--- config.mk ---
export PLATFORM = sky130hd
export DESIGN_NAME = frame_arbiter
export DESIGN_NICKNAME = d
export VERILOG_FILES = /design/src/rtl/frame_arbiter_pkg.sv /design/src/rtl/frame_arbiter_gap_timer.sv /design/src/rtl/frame_arbiter.sv
export SDC_FILE = /design/constraint.sdc
export NUM_CORES = 1
export LEC_CHECK = 0
export ABC_AREA = 0
export BUFFER_PORTS_ARGS = -buffer_cell sky130_fd_sc_hd__buf_4
export CAP_MARGIN = 15
export CELL_PAD_IN_SITES_DETAIL_PLACEMENT = 2
export CELL_PAD_IN_SITES_GLOBAL_PLACEMENT = 2
export CORE_AREA = 2 2 83 85
export CTS_CLUSTER_SIZE = 30
export DETAILED_ROUTE_END_ITERATION = 10
export DIE_AREA = 0 0 85 87
export PLACE_DENSITY = 0.75
export SYNTH_ARGS = -nofsm -noshare
export SYNTH_HDL_FRONTEND = slang
export SYNTH_SLANG_ARGS = --single-unit
export TNS_END_PERCENT = 5
--- constraint.sdc ---
create_clock -name sys_clk -period 2.15 [get_ports sys_clk]
set_input_delay 0.215 -clock sys_clk [delete_from_list [all_inputs] [get_ports sys_clk]]
set_output_delay 0.215 -clock sys_clk [all_outputs]
set_load 0.02 [all_outputs]
--- src/rtl/frame_arbiter_pkg.sv ---
// -----------------------------------------------------------------------------
// frame_arbiter_pkg
// Shared definitions for the LED-matrix frame arbiter and its neighbours
// (pixel sources and the 0/1-code encoder):
//   - FSM state encoding of the arbiter
//   - source-ID encoding (SRC_A = menu/result screens, SRC_B = snake field)
//   - default frame geometry and inter-frame latch gap
//   - pick_source(): round-robin selection between the two requesters
// -----------------------------------------------------------------------------
package frame_arbiter_pkg;

    localparam int PIX_NUM_DEFAULT    = 64;     // 8x8 matrix
    localparam int GAP_CYCLES_DEFAULT = 15000;  // 300 us at 50 MHz
    localparam int RGB_W              = 24;     // GRB pixel word

    typedef enum logic [1:0] {
        ST_IDLE  = 2'd0,
        ST_SEND  = 2'd1,
        ST_LATCH = 2'd2
    } arb_state_t;

    typedef enum logic {
        SRC_A = 1'b0,
        SRC_B = 1'b1
    } src_t;

    // Caller guarantees at least one request is high. On a tie the source
    // that was not served last wins.
    function automatic src_t pick_source(input logic req_a,
                                         input logic req_b,
                                         input src_t last_grant);
        if (req_a && req_b) begin
            return (last_grant == SRC_A) ? SRC_B : SRC_A;
        end else if (req_a) begin
            return SRC_A;
        end else begin
            return SRC_B;
        end
    endfunction

endpackage

--- src/rtl/frame_arbiter_gap_timer.sv ---
// -----------------------------------------------------------------------------
// frame_arbiter_gap_timer
// Counts the idle latch gap that follows every frame.
//   sys_clk    in   system clock
//   sys_rst_n  in   asynchronous active-low reset
//   run        in   high while the arbiter sits in LATCH; low reloads the count
//   expire     out  high during the last (GAP_CYCLES-th) clock of the gap
// -----------------------------------------------------------------------------
module frame_arbiter_gap_timer
    import frame_arbiter_pkg::*;
#(
    parameter int GAP_CYCLES = GAP_CYCLES_DEFAULT
) (
    input  logic sys_clk,
    input  logic sys_rst_n,
    input  logic run,
    output logic expire
);

    localparam int CNT_W = $clog2(GAP_CYCLES + 1);

    logic [CNT_W-1:0] gap_cnt_q;
    logic [CNT_W-1:0] gap_cnt_d;

    assign expire = run && (gap_cnt_q == CNT_W'(GAP_CYCLES - 1));

    // Outside LATCH the counter sits at zero, so every gap starts from a
    // clean count without an explicit load pulse.
    always_comb begin
        gap_cnt_d = gap_cnt_q;
        if (!run || expire) begin
            gap_cnt_d = '0;
        end else begin
            gap_cnt_d = gap_cnt_q + 1'b1;
        end
    end

    always_ff @(posedge sys_clk or negedge sys_rst_n) begin
        if (!sys_rst_n) begin
            gap_cnt_q <= '0;
        end else begin
            gap_cnt_q <= gap_cnt_d;
        end
    end

endmodule

--- src/rtl/frame_arbiter.sv ---
// -----------------------------------------------------------------------------
// frame_arbiter
// Grants the shared 0/1-code encoder to one of two frame sources at a time,
// forwards that source's pixels, and enforces the latch gap between frames.
//   sys_clk, sys_rst_n      clock, asynchronous active-low reset
//   req_a, req_b            frame requests (level, held until frame done)
//   rgb_a, rgb_b            current GRB pixel of each source
//   tx_done                 encoder pulse: current pixel fully shifted out
//   gnt_a, gnt_b            grant levels (never both high)
//   pix_adv_a, pix_adv_b    pulse: granted source presents its next pixel
//   rgb_data                pixel forwarded to the encoder (0 when not sending)
//   frame_done              pulse on the tx_done of the last pixel
//   busy                    high whenever not IDLE
// -----------------------------------------------------------------------------
module frame_arbiter
    import frame_arbiter_pkg::*;
#(
    parameter int PIX_NUM    = PIX_NUM_DEFAULT,
    parameter int GAP_CYCLES = GAP_CYCLES_DEFAULT
) (
    input  logic             sys_clk,
    input  logic             sys_rst_n,
    input  logic             req_a,
    input  logic             req_b,
    input  logic [RGB_W-1:0] rgb_a,
    input  logic [RGB_W-1:0] rgb_b,
    input  logic             tx_done,
    output logic             gnt_a,
    output logic             gnt_b,
    output logic             pix_adv_a,
    output logic             pix_adv_b,
    output logic [RGB_W-1:0] rgb_data,
    output logic             frame_done,
    output logic             busy
);

    localparam int PIX_CNT_W = $clog2(PIX_NUM + 1);

    arb_state_t           state_q, state_d;
    // last_grant_q is updated only when a grant is issued, so during SEND it
    // also identifies the source that currently owns the encoder.
    src_t                 last_grant_q, last_grant_d;
    logic [PIX_CNT_W-1:0] pix_cnt_q, pix_cnt_d;

    logic gap_expire;
    logic last_pix;
    src_t winner;

    assign winner   = pick_source(req_a, req_b, last_grant_q);
    assign last_pix = (pix_cnt_q == PIX_CNT_W'(PIX_NUM - 1));

    frame_arbiter_gap_timer #(
        .GAP_CYCLES (GAP_CYCLES)
    ) u_gap_timer (
        .sys_clk   (sys_clk),
        .sys_rst_n (sys_rst_n),
        .run       (state_q == ST_LATCH),
        .expire    (gap_expire)
    );

    always_comb begin
        state_d      = state_q;
        last_grant_d = last_grant_q;
        pix_cnt_d    = pix_cnt_q;
        gnt_a        = 1'b0;
        gnt_b        = 1'b0;
        pix_adv_a    = 1'b0;
        pix_adv_b    = 1'b0;
        rgb_data     = '0;
        frame_done   = 1'b0;
        busy         = (state_q != ST_IDLE);

        case (state_q)
            ST_IDLE: begin
                if (req_a || req_b) begin
                    last_grant_d = winner;
                    state_d      = ST_SEND;
                end
            end

            ST_SEND: begin
                gnt_a    = (last_grant_q == SRC_A);
                gnt_b    = (last_grant_q == SRC_B);
                rgb_data = (last_grant_q == SRC_A) ? rgb_a : rgb_b;
                if (tx_done) begin
                    // The last pixel also gets an advance pulse so the
                    // source can rewind to pixel 0 for its next frame.
                    pix_adv_a = (last_grant_q == SRC_A);
                    pix_adv_b = (last_grant_q == SRC_B);
                    if (last_pix) begin
                        frame_done = 1'b1;
                        pix_cnt_d  = '0;
                        state_d    = ST_LATCH;
                    end else begin
                        pix_cnt_d = pix_cnt_q + 1'b1;
                    end
                end
            end

            ST_LATCH: begin
                if (gap_expire) begin
                    state_d = ST_IDLE;
                end
            end

            default: begin
                state_d = ST_IDLE;
            end
        endcase
    end

    always_ff @(posedge sys_clk or negedge sys_rst_n) begin
        if (!sys_rst_n) begin
            state_q      <= ST_IDLE;
            last_grant_q <= SRC_B;
            pix_cnt_q    <= '0;
        end else begin
            state_q      <= state_d;
            last_grant_q <= last_grant_d;
            pix_cnt_q    <= pix_cnt_d;
        end
    end

endmodule

Word-level counts from Yosys, hierarchy flattened
Cells that the tools add are included.

Register bits: 24. Output and inout bits: 30.

Add/sub/neg operators: 2. Eq/ne operators: 8. Mux-type cells: 21. Bitwise gates (word level): 1. Reductions and logical operators: 10.

Operators with widths (number): 24-bit two-way mux (2); 14-bit by 1-bit adder with 14-bit output, second input constant (1); 14-bit == test, second input constant (1); 14-bit two-way mux (1); 1-bit two-way mux (12); 2-bit two-way mux (4); 2-bit inequality test, second input constant (4); 7-bit by 1-bit adder with 7-bit output, second input constant (1); 7-bit by 6-bit == test with 1-bit output, second input constant (1); 7-bit two-way mux (1); 2-bit case mux with 3 select lines (1); 2-bit AND reduction (2); 4-bit AND reduction (1); 2-bit by 1-bit == test with 1-bit output, second input constant (1); 2-bit == test, second input constant (1); 1-bit logical AND (2); 2-bit logical NOT (1); 1-bit logical OR (2); 2-bit nonzero test (1); 1-bit logical NOT (1); 1-bit inverter (1).

Logic depth before layout (Yosys ltp)
Gate-level depths: netlist (run 1).

Word-level depth: 4. Gate-level depth with buffers: 5. Gate-level depth less buffers: 5.

By module
A second synthesis (run 1) with hierarchy kept.

Cells, all modules: 154. Area, all modules: 1552.7 µm².

By module, submodules not included: frame_arbiter (instances 1, cells an instance 83, area an instance 814.5 µm²); frame_arbiter_gap_timer (instances 1, cells an instance 71, area an instance 738.2 µm²).

Least setup slack after synthesis (run 1)
Ideal clock, no wire load.

Kind: register -> register. Start: register pix_cnt_q[0]. End: register pix_cnt_q[5]. Setup time: 0.164 ns. Arrival time: 1.607 ns. Data required time: 1.986 ns. Slack: 0.379 ns. Cell stages (with the launch flop): 5. Clock period less this slack: 1.771 ns. Path through: dfrtp_1 ha_1 nand3_1 nor4_1 nor2_1.

Cells in the longest elaborated chain, start to end: 2. Elaborated cells between the ends (all ways): 3.

RTL lines: start: declaration (RTL line frame_arbiter.sv:43) `logic [PIX_CNT_W-1:0] pix_cnt_q, pix_cnt_d;`; start signal: assignment (RTL line frame_arbiter.sv:120) `pix_cnt_q <= pix_cnt_d;`; 7-bit by 1-bit adder with 7-bit output or 7-bit by 6-bit == test with 1-bit output (tied branches) (RTL line frame_arbiter.sv:95, frame_arbiter.sv:50); 7-bit two-way mux * (RTL line frame_arbiter.sv:90) `if (last_pix) begin`.

Mark *: on every way between the ends. The rest lies on a longest branch, timed or not. A chain may end at the register's enable or synchronous reset.

Worst setup path in the final report (run 1)
Start: register last_grant_q. End: output rgb_data[1].

Cells in the longest elaborated chain, start to end: 2.

RTL lines: start: declaration (RTL line frame_arbiter.sv:42) `src_t last_grant_q, last_grant_d;`; start signal: assignment (RTL line frame_arbiter.sv:119) `last_grant_q <= last_grant_d;`; 24-bit two-way mux (RTL line frame_arbiter.sv:84) `rgb_data = (last_grant_q == SRC_A) ? rgb_a : rgb_b;`; 24-bit two-way mux (RTL line frame_arbiter.sv:73) `case (state_q)`; end: declaration (RTL line frame_arbiter.sv:32) `output logic [RGB_W-1:0] rgb_data,`.

Every way passes these cells.

==> results of run 1 <==
## registers in the layout (all words and copies together), names as in the netlist
name                   count
last_grant_q               1
pix_cnt_q                  7
u_gap_timer.gap_cnt_q     14
state_q                    2
## kinds of logic after synthesis
logic type,count (synthesis),synth area share
AND/OR/NAND/NOR,81,0.241
multiplexers,25,0.164
flip-flops,24,0.394
buffers and inverters,16,0.0458
XOR/XNOR,15,0.0859
AO/OA/AOI/OAI,9,0.0532
adder cells (fa/ha/maj),2,0.0164
## final cells by class
cell class	count	area share
multi-input combinational	132	0.370
timing repair buffer	89	0.290
sequential	24	0.260
tap	80	0.0432
clock buffer	4	0.0238
inverter	8	0.0130
## power groups by stage
| stage | sequential [uW] | clock [uW] | combinational, uW |
|---|---|---|---|
| after floorplan | 544 | 0 | 319 |
| after global placement | 571 | 0 | 539 |
| after detailed placement | 575 | 0 | 553 |
| after CTS | 565 | 320 | 556 |
| after global routing | 575 | 346 | 599 |
| final | 564 | 306 | 546 |
## through the flow
| stage | total power [uW] | hold WS, ns | area, um^2 | setup WS [ns] | cells |
|---|---|---|---|---|---|
| 2_1_floorplan | 863 | -0.0806 | 1530 | 0.379 | 172 |
| 3_3_place_gp | 1110 | 0.135 | 2250 | 0.414 | 332 |
| 3_5_place_dp | 1130 | 0.138 | 2250 | 0.349 | 332 |
| 4_1_cts | 1440 | 0.112 | 2310 | 0.134 | 337 |
| 5_1_grt | 1520 | 0.118 | 2310 | 0.0584 | 337 |
| 6_report | 1420 | 0.116 | 2310 | 0.160 | 337 |
## timing repair
| action | in CTS | in global routing |
|---|---|---|
| endpoints found under the hold margin | 23 | 0 |
| buffers inserted | 0 | 0 |
| hold buffers | 1 | 0 |
## worst reg2reg max path, cell delays in order (launching register included)
cell      delay (ns)
dfrtp_1         0.43
nor4bb_1        0.29
nand3_1         0.17
o311ai_4        0.48
buf_4           0.25
nor2_1          0.06
## synthesized netlist by cell type (all sizes together)
library cell	number	area [um^2]
xor2	6	52.6
buf	3	21.3
mux2i	24	240
a21o	1	7.51
o21ai	1	5.00
inv	8	30.0
or3	2	12.5
nand4b	1	8.76
dfstp	1	26.3
dfrtp	23	576
mux2	1	11.3
o311ai	1	26.3
nor2	48	180
nand3b	1	7.51
xnor2	9	78.8
nor3	6	30.0
nor4	4	25.0
nand2	6	22.5
a311oi	1	8.76
o31a	1	8.76
ha	2	25.0
nand2b	1	6.26
clkbuf	5	18.8
nor4bb	1	10.0
a21oi	2	10.0
nand4	5	31.3
nand3	5	25.0
o41ai	1	8.76
a31oi	1	6.26
and4	1	8.76
## worst min path at each step
| stage | endpoint | cells past startpoint | slack, ns | start |
|---|---|---|---|---|
| after detailed placement | u_gap_timer.gap_cnt_q[9] | 1 | 0.14 | sys_rst_n |
| final | last_grant_q | 2 | 0.12 | req_a |
| after global placement | u_gap_timer.gap_cnt_q[13] | 1 | 0.14 | sys_rst_n |
| after floorplan | pix_cnt_q[0] | 0 | -0.08 | sys_rst_n |
| after CTS | last_grant_q | 2 | 0.11 | req_a |
| after global routing | last_grant_q | 2 | 0.12 | req_a |
## layer usage
layer,vias up,share of wire
li1,758,-
met1,744,0.42
met2,60,0.50
met3,4,0.070
met4,0,0.0045
met5,-,0
==> qor.yml, run 1 <==
power_and_ir_drop:
  p_sw_uw: 475
  clkPwrFrac: 0.216
  p_leak_uw: 0.00112
  power_frac_seq: 0.398
  p_int_uw: 941
  switching_share: 0.336
  irDropWorstVdd_v: 0.000377
  pwr-share-comb: 0.386
  powerDensity_nw_per_um2: 612
layout:
  antennaDiodeCount: 0
  final_cell_mix: "88 x buf_4, 48 x nor2_1, 24 x mux2i_1"
  drive_gt1_frac: 0.370
  fillers: 769
  nets: 313
  area_growth_pct: 51.4
  final_common_cell: "buf_4"
  final-seq-area_um2: 602
  multi_input_area_um2: 857
  fin_util: 0.352
global_routing:
  grt_pass1_wl_um: 8320
  track_usage: 0.139
  antenna_found_initial: 0
  grt_start_max_net_pins: 25
  busiest_layer: "met2"
  grt_pass1_vias: 1638
  grtUsageMet2: 0.250
  grt_use_met3: 0.0265
  grt_use_met1: 0.177
  grt_overflow: 0
worst_setup_path:
  critPathBufInv: 2
  cp.depth: 4
  startpoint_type: "flip-flop"
  worstReg2RegStart: "u_gap_timer.gap_cnt_q[10]"
  crit_chain: "buf_4 -> mux2i_1 -> nor2_1 -> buf_4"
  critical_path.top_delay_family: "flip-flops"
  cpMostUsedCell: "buf_4"
  cp_data_arrival_time_ns: 1.77
  max_stage_delay_ns: 0.75
  cp-endpoint: "rgb_data[1]"
  critical_path.slowest_cell: "dfstp_2"
  end_kind: "primary output"
  r2r_slack_ns: 0.36
  r2r_end: "u_gap_timer.gap_cnt_q[12]"
  critical_path.max_fanout: 12
  worstSetupStartpoint: "last_grant_q"
  cp.required_ns: 1.93
  ff2ff_path_depth: 5
  crit_type: "reg -> out"
sta:
  relSlewSlack: 0.673
  final-setup-viol-count: 0
  setup_tns_ns: 0
  rsz0062_at_grt: "false"
  report.final.hold_viol_count: 0
  fin_skew_ns: 0.00118
  min_period_ns: 1.99
  fmax_mhz: 503
  slew_violations: 0
  worst_slew_pin_slew_ns: 0.490
  period_share: 0.926
clocking:
  clk_pin_slew_worst_paths_ns: 0.08
  clock_sinks: 24
  cts_buffers: 3
  htree_levels: 1
  clk_path_buf_depth: 2
  clk_latency_ns: 0.26
  tritoncts: "done"
  cts-resized-gates: 0
  clk_root_buffer_cell: "clkbuf_8"
yosys:
  syn_avg_cell_area_um2: 8.89
  synth_cells: 172
  ys_warn_count: 0
  ys_ff_latch: 24
  ys_types: 31
  ys_seq_area_frac: 0.394
  synth_fp_nets: 227
  netlist_area_um2: 1530
run_status:
  status: "complete, no violations"
floorplan:
  die_area_um2: 7400
  start_util: 0.233
  die_w_um: 85
  core_area_um2: 6570
  pin_count: 83
  rows: 30
  fp.dieH_um: 87
route:
  routed_via_density: 4.65
  drt-initial-drc-count: 40
  detail-route-antenna-nets: 0
  vias: 1566
  first_pass_iters: 2
  drc: 0
  routed_wl_um: 5150
  wl_per_cell_um: 15.3
placement:
  gp_congestion: 0.736
  dp_hpwl_um: 4130
  io_buffers: 82
flow_run:
  drv_cap: 0
min_path:
  min_path_type: "in -> reg"
(Power assumes the default switching activity.)
==> inputs of run 2 (changes only) <==
- ABC_AREA: 0 -> 1
- CORE_AREA: 2 2 83 85 -> 2 2 86 88
- DIE_AREA: 0 0 85 87 -> 0 0 88 90
- PLACE_DENSITY: 0.75 -> 0.74
==> run 2 against run 1 <==
Net effect: flip-flop and latch count unchanged; critical path depth unchanged; combinational power fell by 84%; power down 40%; sequential share of layout area shrank 0.26 points; clock power hardly changed.
==> qor.yml, run 2 <==
run_status:
  status: "complete, no violations"
route:
  drc: 0  # unchanged
  wl_per_cell_um: 14.5  # -5.3%
  vias: 1671  # +6.7%
  drt-initial-drc-count: 29  # -28%
  detail-route-antenna-nets: 0  # unchanged
  routed_via_density: 4.37  # -5.9%
  first_pass_iters: 4  # +2
  routed_wl_um: 5520  # +7.4%
sta:
  worst_slew_pin_slew_ns: 0.580  # +0.0893 ns
  relSlewSlack: 0.613  # -0.0605
  slew_violations: 0  # unchanged
  fmax_mhz: 497  # -1.2%
  period_share: 0.936  # +0.0109
  fin_skew_ns: 0.00268  # +0.00149 ns
  final-setup-viol-count: 0  # unchanged
  min_period_ns: 2.01  # +0.0234 ns
  rsz0062_at_grt: "false"
  finalWorstSetupSlack_ns: 0.137  # -0.0234 ns
  setup_tns_ns: 0  # unchanged
  holdWs_ns: 0.126  # +0.00933 ns
  report.final.hold_viol_count: 0  # unchanged
yosys:
  yosysTopAreaCellShare: 0.364  # -0.0122
  yosysMostFrequentCell: "nand2_1"
  ys_types: 26  # -16%
  synth_compound_area_frac: 0.176  # +0.123
  synth-adder-area-share: 0.0158  # -0.000531
  synth_cells: 201  # +17%
  synth_largest_area_cell: "dfrtp_1"
  syn_avg_cell_area_um2: 7.86  # -12%
  synth_top_family_by_area: "simple AND/OR/NAND/NOR gates"
  ys_warn_count: 0  # unchanged
  synth-xor-area-share: 0.0388  # -0.0471
  synth_edf_count: 0  # unchanged
  async_reset_ff_frac: 1.00  # unchanged
  synth_simple_gate_area_frac: 0.295  # +0.0547
  ys_ff_latch: 24  # unchanged
  synth_fp_nets: 256  # +13%
  synth_area_leaders: "dfrtp_1 36%, a22o_1 13%, nand2_1 9.5%"
  synth_common_cells: "40 x nand2_1, 30 x nor2_1, 25 x inv_1, 24 x a22o_1, 23 x dfrtp_1"
  synth_flop_cell: "dfrtp_1"
  netlist_area_um2: 1580  # +3.4%
  ys_seq_area_frac: 0.381  # -0.0128
  synth_mux_area_frac: 0  # -0.164
layout:
  largest_reg_flops: 14  # unchanged
  largest_register: "u_gap_timer.gap_cnt_q"
  final_common_cell: "buf_4"
  final_cell_mix: "82 x buf_4, 40 x nand2_1, 30 x nor2_1"
  antennaDiodeCount: 0  # unchanged
  top_regs: "u_gap_timer.gap_cnt_q: 14 flops, pix_cnt_q: 7 flops, state_q: 2 flops"
  drive_gt1_frac: 0.343  # -0.0269
  final_cell_area_um2: 2340  # +1.0%
  fillers: 828  # +7.7%
  nets: 339  # +8.3%
  area_growth_pct: 48.0
clocking:
  clk_root_buffer_cell: "clkbuf_8"
  clk_path_buf_depth: 2  # unchanged
  clk_latency_ns: 0.26  # about the same
  tritoncts: "done"
  cts_buffers: 3  # unchanged
  post_cts_buffers: 0  # unchanged
  clock_sinks: 24  # unchanged
  clk_pin_slew_worst_paths_ns: 0.08  # about the same
  htree_levels: 1  # unchanged
placement:
  placed_area_um2: 2270  # +1.1%
  dp_hpwl_um: 4480  # +8.3%
  gp_congestion: 0.770  # +4.6%
  io_buffers: 82  # unchanged
  pre_cts_ws_ns: 0.426  # +0.0764 ns
worst_setup_path:
  crit_type: "reg -> out"
  cp.required_ns: 1.93  # about the same
  critical_path.max_fanout: 25  # +13
  end_kind: "primary output"
  startpoint_type: "flip-flop"
  cp_data_arrival_time_ns: 1.80  # +0.03 ns
  ff2ff_path_depth: 8  # +3
power_and_ir_drop:
  p_total_uw: 854  # -40%
  p_leak_uw: 0.00125  # +12%
  powerDensity_nw_per_um2: 365  # -40%
  irDropWorstVdd_v: 0.000200  # -47%
flow_run:
  drv_cap: 0  # unchanged
global_routing:
  antenna_found_initial: 0  # unchanged
  grt_start_max_net_pins: 26  # +4.0%
  grt_overflow: 0  # unchanged
  grtUsageMet2: 0.280  # +0.0297
  grt_pass1_vias: 1860  # +14%
  busiest_layer: "met2"
  track_usage: 0.148  # +0.00892
  grt_use_met3: 0.0165  # -0.0100
  grt_pass1_wl_um: 9270  # +11%
  grt_use_met1: 0.173  # -0.00401
floorplan:
  rows: 31  # +3.3%
  fp.dieH_um: 90  # +3.4%
  start_util: 0.225  # -0.00767
  core_area_um2: 7020  # +6.9%
  die_w_um: 88  # +3.5%
  pin_count: 83  # unchanged
  die_area_um2: 7920  # +7.1%
min_path:
  min_path_type: "in -> reg"
  min_path_cells: 2  # unchanged
-- run 2: changes by cell type after synthesis, moves of 4 or more --
cell      previous run  this run
clkbuf_1             5         0
a22o_1               0        24
mux2i_1             24         0
xnor2_1              9         3
nor3_1               6         0
nor2_1              48        30
nand3_1              5        15
nand2_1              6        40
o21ai_0              1         5
inv_1                8        25
-- run 2: timing repair --
action                    CTS  global route
hold endpoints to repair   23             0
hold buffers                1             0
resized for setup           0             0
-- run 2: final timing paths --
path / start / endpoint / slack (ns)
worst max register to register: u_gap_timer.gap_cnt_q[0] / state_q[1] / 0.65
max in group asynchronous: sys_rst_n / last_grant_q / 1.45
worst min register to register: pix_cnt_q[1] / pix_cnt_q[1] / 0.52
min in group asynchronous: sys_rst_n / u_gap_timer.gap_cnt_q[9] / 0.38
worst min-delay path: req_a / last_grant_q / 0.13
worst max-delay path: last_grant_q / rgb_data[15] / 0.14
-- run 2: final cells by class --
type	instances	area [um^2]	share of cell area
clock buffer	4	55.1	0.0235
inverter	27	101	0.0433
multi-input combinational	145	831	0.355
sequential	24	602	0.257
tap	99	124	0.0530
timing repair buffer	83	626	0.268
-- run 2: stage by stage --
stage | util | std cells
after floorplan | - | 201
after global placement | 0.324 | 377
after detailed placement | 0.324 | 377
after CTS | 0.333 | 382
after global routing | 0.333 | 382
final | 0.333 | 382
-- run 2: cell families after synthesis --
logic type      after synthesis
fa+ha+maj                     2
buf+inv                      32
compound gates               36
simple gates                100
xor+xnor                      7
flops                        24
-- run 2: worst max-delay path, stage by stage (launching register included) --
cell and delay (ns):
dfstp_2 0.55, inv_1 0.09, nor2_4 0.49, a22o_1 0.26
buf_4 0.14
-- run 2: layer usage --
metal / part of all wire / vias to the layer above
li1: - / 828
met1: 0.40 / 814
met2: 0.57 / 23
met3: 0.015 / 6
met4: 0.014 / 0
met5: 0 / -
-- run 2: power breakdown --
| group | internal (uW) | total [uW] | switching [uW] |
|---|---|---|---|
| logic | 61.4 | 89.3 | 27.9 |
| registers | 453 | 456 | 2.83 |
| clock network | 163 | 309 | 146 |
| total | 678 | 854 | 176 |
==> inputs of run 3 (changes only) <==
- CORE_AREA: 2 2 86 88 -> 2 2 83 85
- DIE_AREA: 0 0 88 90 -> 0 0 85 87
- PLACE_DENSITY: 0.74 -> 0.79
- clock period: 2.15 -> 2.5 ns (I/O delays scaled with it)
==> run 3 against run 2 <==
Net effect: sequential share of layout area increased by 0.083 points; register-to-register slack improved by 0.23 ns; utilization rose by 2.2 points; setup slack better by 0.26 ns; global-route usage increased by 0.54 points; final cell count fell by 5.0%; clock skew increased by 0.0048 ns; highest routed layer unchanged; critical path depth did not move; first-iteration DRC count is 17% higher; routed wire length grew 5.2%; flip-flop and latch count did not move; via count shrank 0.36%.
==> qor.yml, run 3 (same netlist as run 2, synthesis figures left out) <==
global_routing:
  grt_start_max_net_pins: 26  # unchanged
  busiest_layer: "met2"
  track_usage: 0.153  # +0.00544
  grt_use_met3: 0.0171  # +0.000533
  grt_pass1_vias: 1707  # -8.2%
  grt_use_met1: 0.188  # +0.0151
  grt_overflow: 0  # unchanged
  grt_pass1_wl_um: 8940  # -3.6%
  grtUsageMet2: 0.289  # +0.00939
  antenna_found_initial: 0  # unchanged
power_and_ir_drop:
  powerDensity_nw_per_um2: 354  # -3.0%
  p_leak_uw: 0.00126  # +0.55%
  irDropWorstVdd_v: 0.000201  # +0.62%
flow_run:
  drv_cap: 0  # unchanged
sta:
  setup_tns_ns: 0  # unchanged
  fmax_mhz: 476
  final-setup-viol-count: 0  # unchanged
  holdWs_ns: 0.136  # +0.0102 ns
  slew_violations: 0  # unchanged
  fin_skew_ns: 0.00748  # +0.00481 ns
  finalWorstSetupSlack_ns: 0.399  # +0.262 ns
  period_share: 0.841
  rsz0062_at_grt: "false"
  relSlewSlack: 0.603  # -0.00963
  worst_slew_pin_slew_ns: 0.594  # +0.0144 ns
  report.final.hold_viol_count: 0  # unchanged
  min_period_ns: 2.10
route:
  first_pass_iters: 4  # unchanged
  vias: 1665  # -0.36%
  drc: 0  # unchanged
  wl_per_cell_um: 16.0  # +11%
  drt-initial-drc-count: 34  # +17%
  detail-route-antenna-nets: 0  # unchanged
  routed_wl_um: 5810  # +5.2%
  routed_via_density: 4.59  # +4.9%
clocking:
  clk_latency_ns: 0.28  # +0.02 ns
  tritoncts: "done"
  clk_root_buffer_cell: "clkbuf_8"
  htree_levels: 1  # unchanged
  cts-resized-gates: 0  # unchanged
  clk_path_buf_depth: 2  # unchanged
  clk_pin_slew_worst_paths_ns: 0.09  # about the same
  cts_buffers: 3  # unchanged
  clock_sinks: 24  # unchanged
worst_setup_path:
  critical_path.max_fanout: 25  # unchanged
  startpoint_type: "flip-flop"
  crit_chain: "inv_1 -> nor2_4 -> a22o_1 -> buf_4"
  worstReg2RegStart: "u_gap_timer.gap_cnt_q[0]"
  critical_path.slowest_cell: "dfstp_2"
  max_stage_delay_ns: 0.55  # about the same
  r2r_end: "state_q[1]"
  cp.required_ns: 2.25  # +0.32 ns
  cp_data_arrival_time_ns: 1.85  # +0.05 ns
  critical_path.top_delay_family: "flip-flops"
  r2r_slack_ns: 0.88  # +0.23 ns
  crit_type: "reg -> out"
  ff2ff_path_depth: 8  # unchanged
  critPathBufInv: 2  # unchanged
  end_kind: "primary output"
layout:
  drive_gt1_frac: 0.343  # unchanged
  largest_reg_flops: 14  # unchanged
  final_common_cell: "buf_4"
  area_growth_pct: 47.5
  final_cell_mix: "82 x buf_4, 40 x nand2_1, 30 x nor2_1"
  antennaDiodeCount: 0  # unchanged
  top_regs: "u_gap_timer.gap_cnt_q: 14 flops, pix_cnt_q: 7 flops, state_q: 2 flops"
  fillers: 790  # -4.6%
  nets: 339  # unchanged
  largest_register: "u_gap_timer.gap_cnt_q"
min_path:
  min_path_type: "in -> reg"
  min_path_cells: 2  # unchanged
  hp-start: "req_a"
  hold-path-endpoint: "last_grant_q"
run_status:
  status: "complete, no violations"
placement:
  io_buffers: 82  # unchanged
  pre_cts_ws_ns: 0.718  # +0.292 ns
  gp_congestion: 0.727  # -5.5%
  dp_hpwl_um: 4690  # +4.7%
floorplan:
  rows: 30  # -3.2%
  die_area_um2: 7400  # -6.6%
  core_area_um2: 6570  # -6.4%
  start_util: 0.241  # +0.0155
  fp.dieH_um: 87  # -3.3%
  pin_count: 83  # unchanged
  die_w_um: 85  # -3.4%
==> run 3: how the worst max path moves through the flow <==
| stage | startpoint | end | slack [ns] | cells past startpoint |
|---|---|---|---|---|
| global route | last_grant_q | rgb_data[9] | 0.30 | 4 |
| finish | last_grant_q | rgb_data[9] | 0.40 | 4 |
| CTS | last_grant_q | rgb_data[9] | 0.40 | 4 |
| global placement | last_grant_q | rgb_data[19] | 0.76 | 4 |
| detailed placement | last_grant_q | rgb_data[9] | 0.72 | 4 |
| floorplan | state_q[1] | frame_done | 0.83 | 5 |
==> run 3: metal layers <==
metal / share of wire / vias up
li1: - / 826
met1: 0.41 / 818
met4: 0.012 / 0
met2: 0.56 / 15
met5: 0 / -
met3: 0.015 / 6
==> run 3: stage by stage <==
step / util / area (um^2) / total power [uW] / std cells
final: 0.355 / 2330 / 826 / 363
after global routing: 0.355 / 2330 / 857 / 363
after CTS: 0.355 / 2330 / 834 / 363
after detailed placement: 0.342 / 2250 / 478 / 358
after global placement: 0.342 / 2250 / 475 / 358
after floorplan: - / 1580 / 403 / 201
==> run 3: where the power goes <==
part	internal, uW	switching [uW]
sequential	390	2.43
clock	214	141
combinational	52.9	25.1
==> run 3: final cells by class <==
| type | count | area (um^2) | area share |
|---|---|---|---|
| tap | 80 | 100 | 0.0429 |
| clock buffer | 3 | 41.3 | 0.0177 |
| timing repair buffer | 83 | 626 | 0.268 |
| multi-input combinational | 145 | 831 | 0.356 |
| inverter | 27 | 101 | 0.0435 |
| clock inverter | 1 | 30.0 | 0.0129 |
| sequential | 24 | 602 | 0.258 |
==> run 3: worst reg2reg max path, delay by kind of cell, from the launching register on <==
family / cells / cell delay [ns]
AO/OA/AOI/OAI: 1 / 0.11
adder cells (fa/ha/maj): 1 / 0.26
buffers and inverters: 1 / 0.06
flip-flops: 1 / 0.44
AND/OR/NAND/NOR: 5 / 0.62
==> run 3: what timing repair did <==
item,4_1_cts,5_1_grt
buffers inserted,0,0
hold endpoints to repair,23,0
hold buffers,1,0
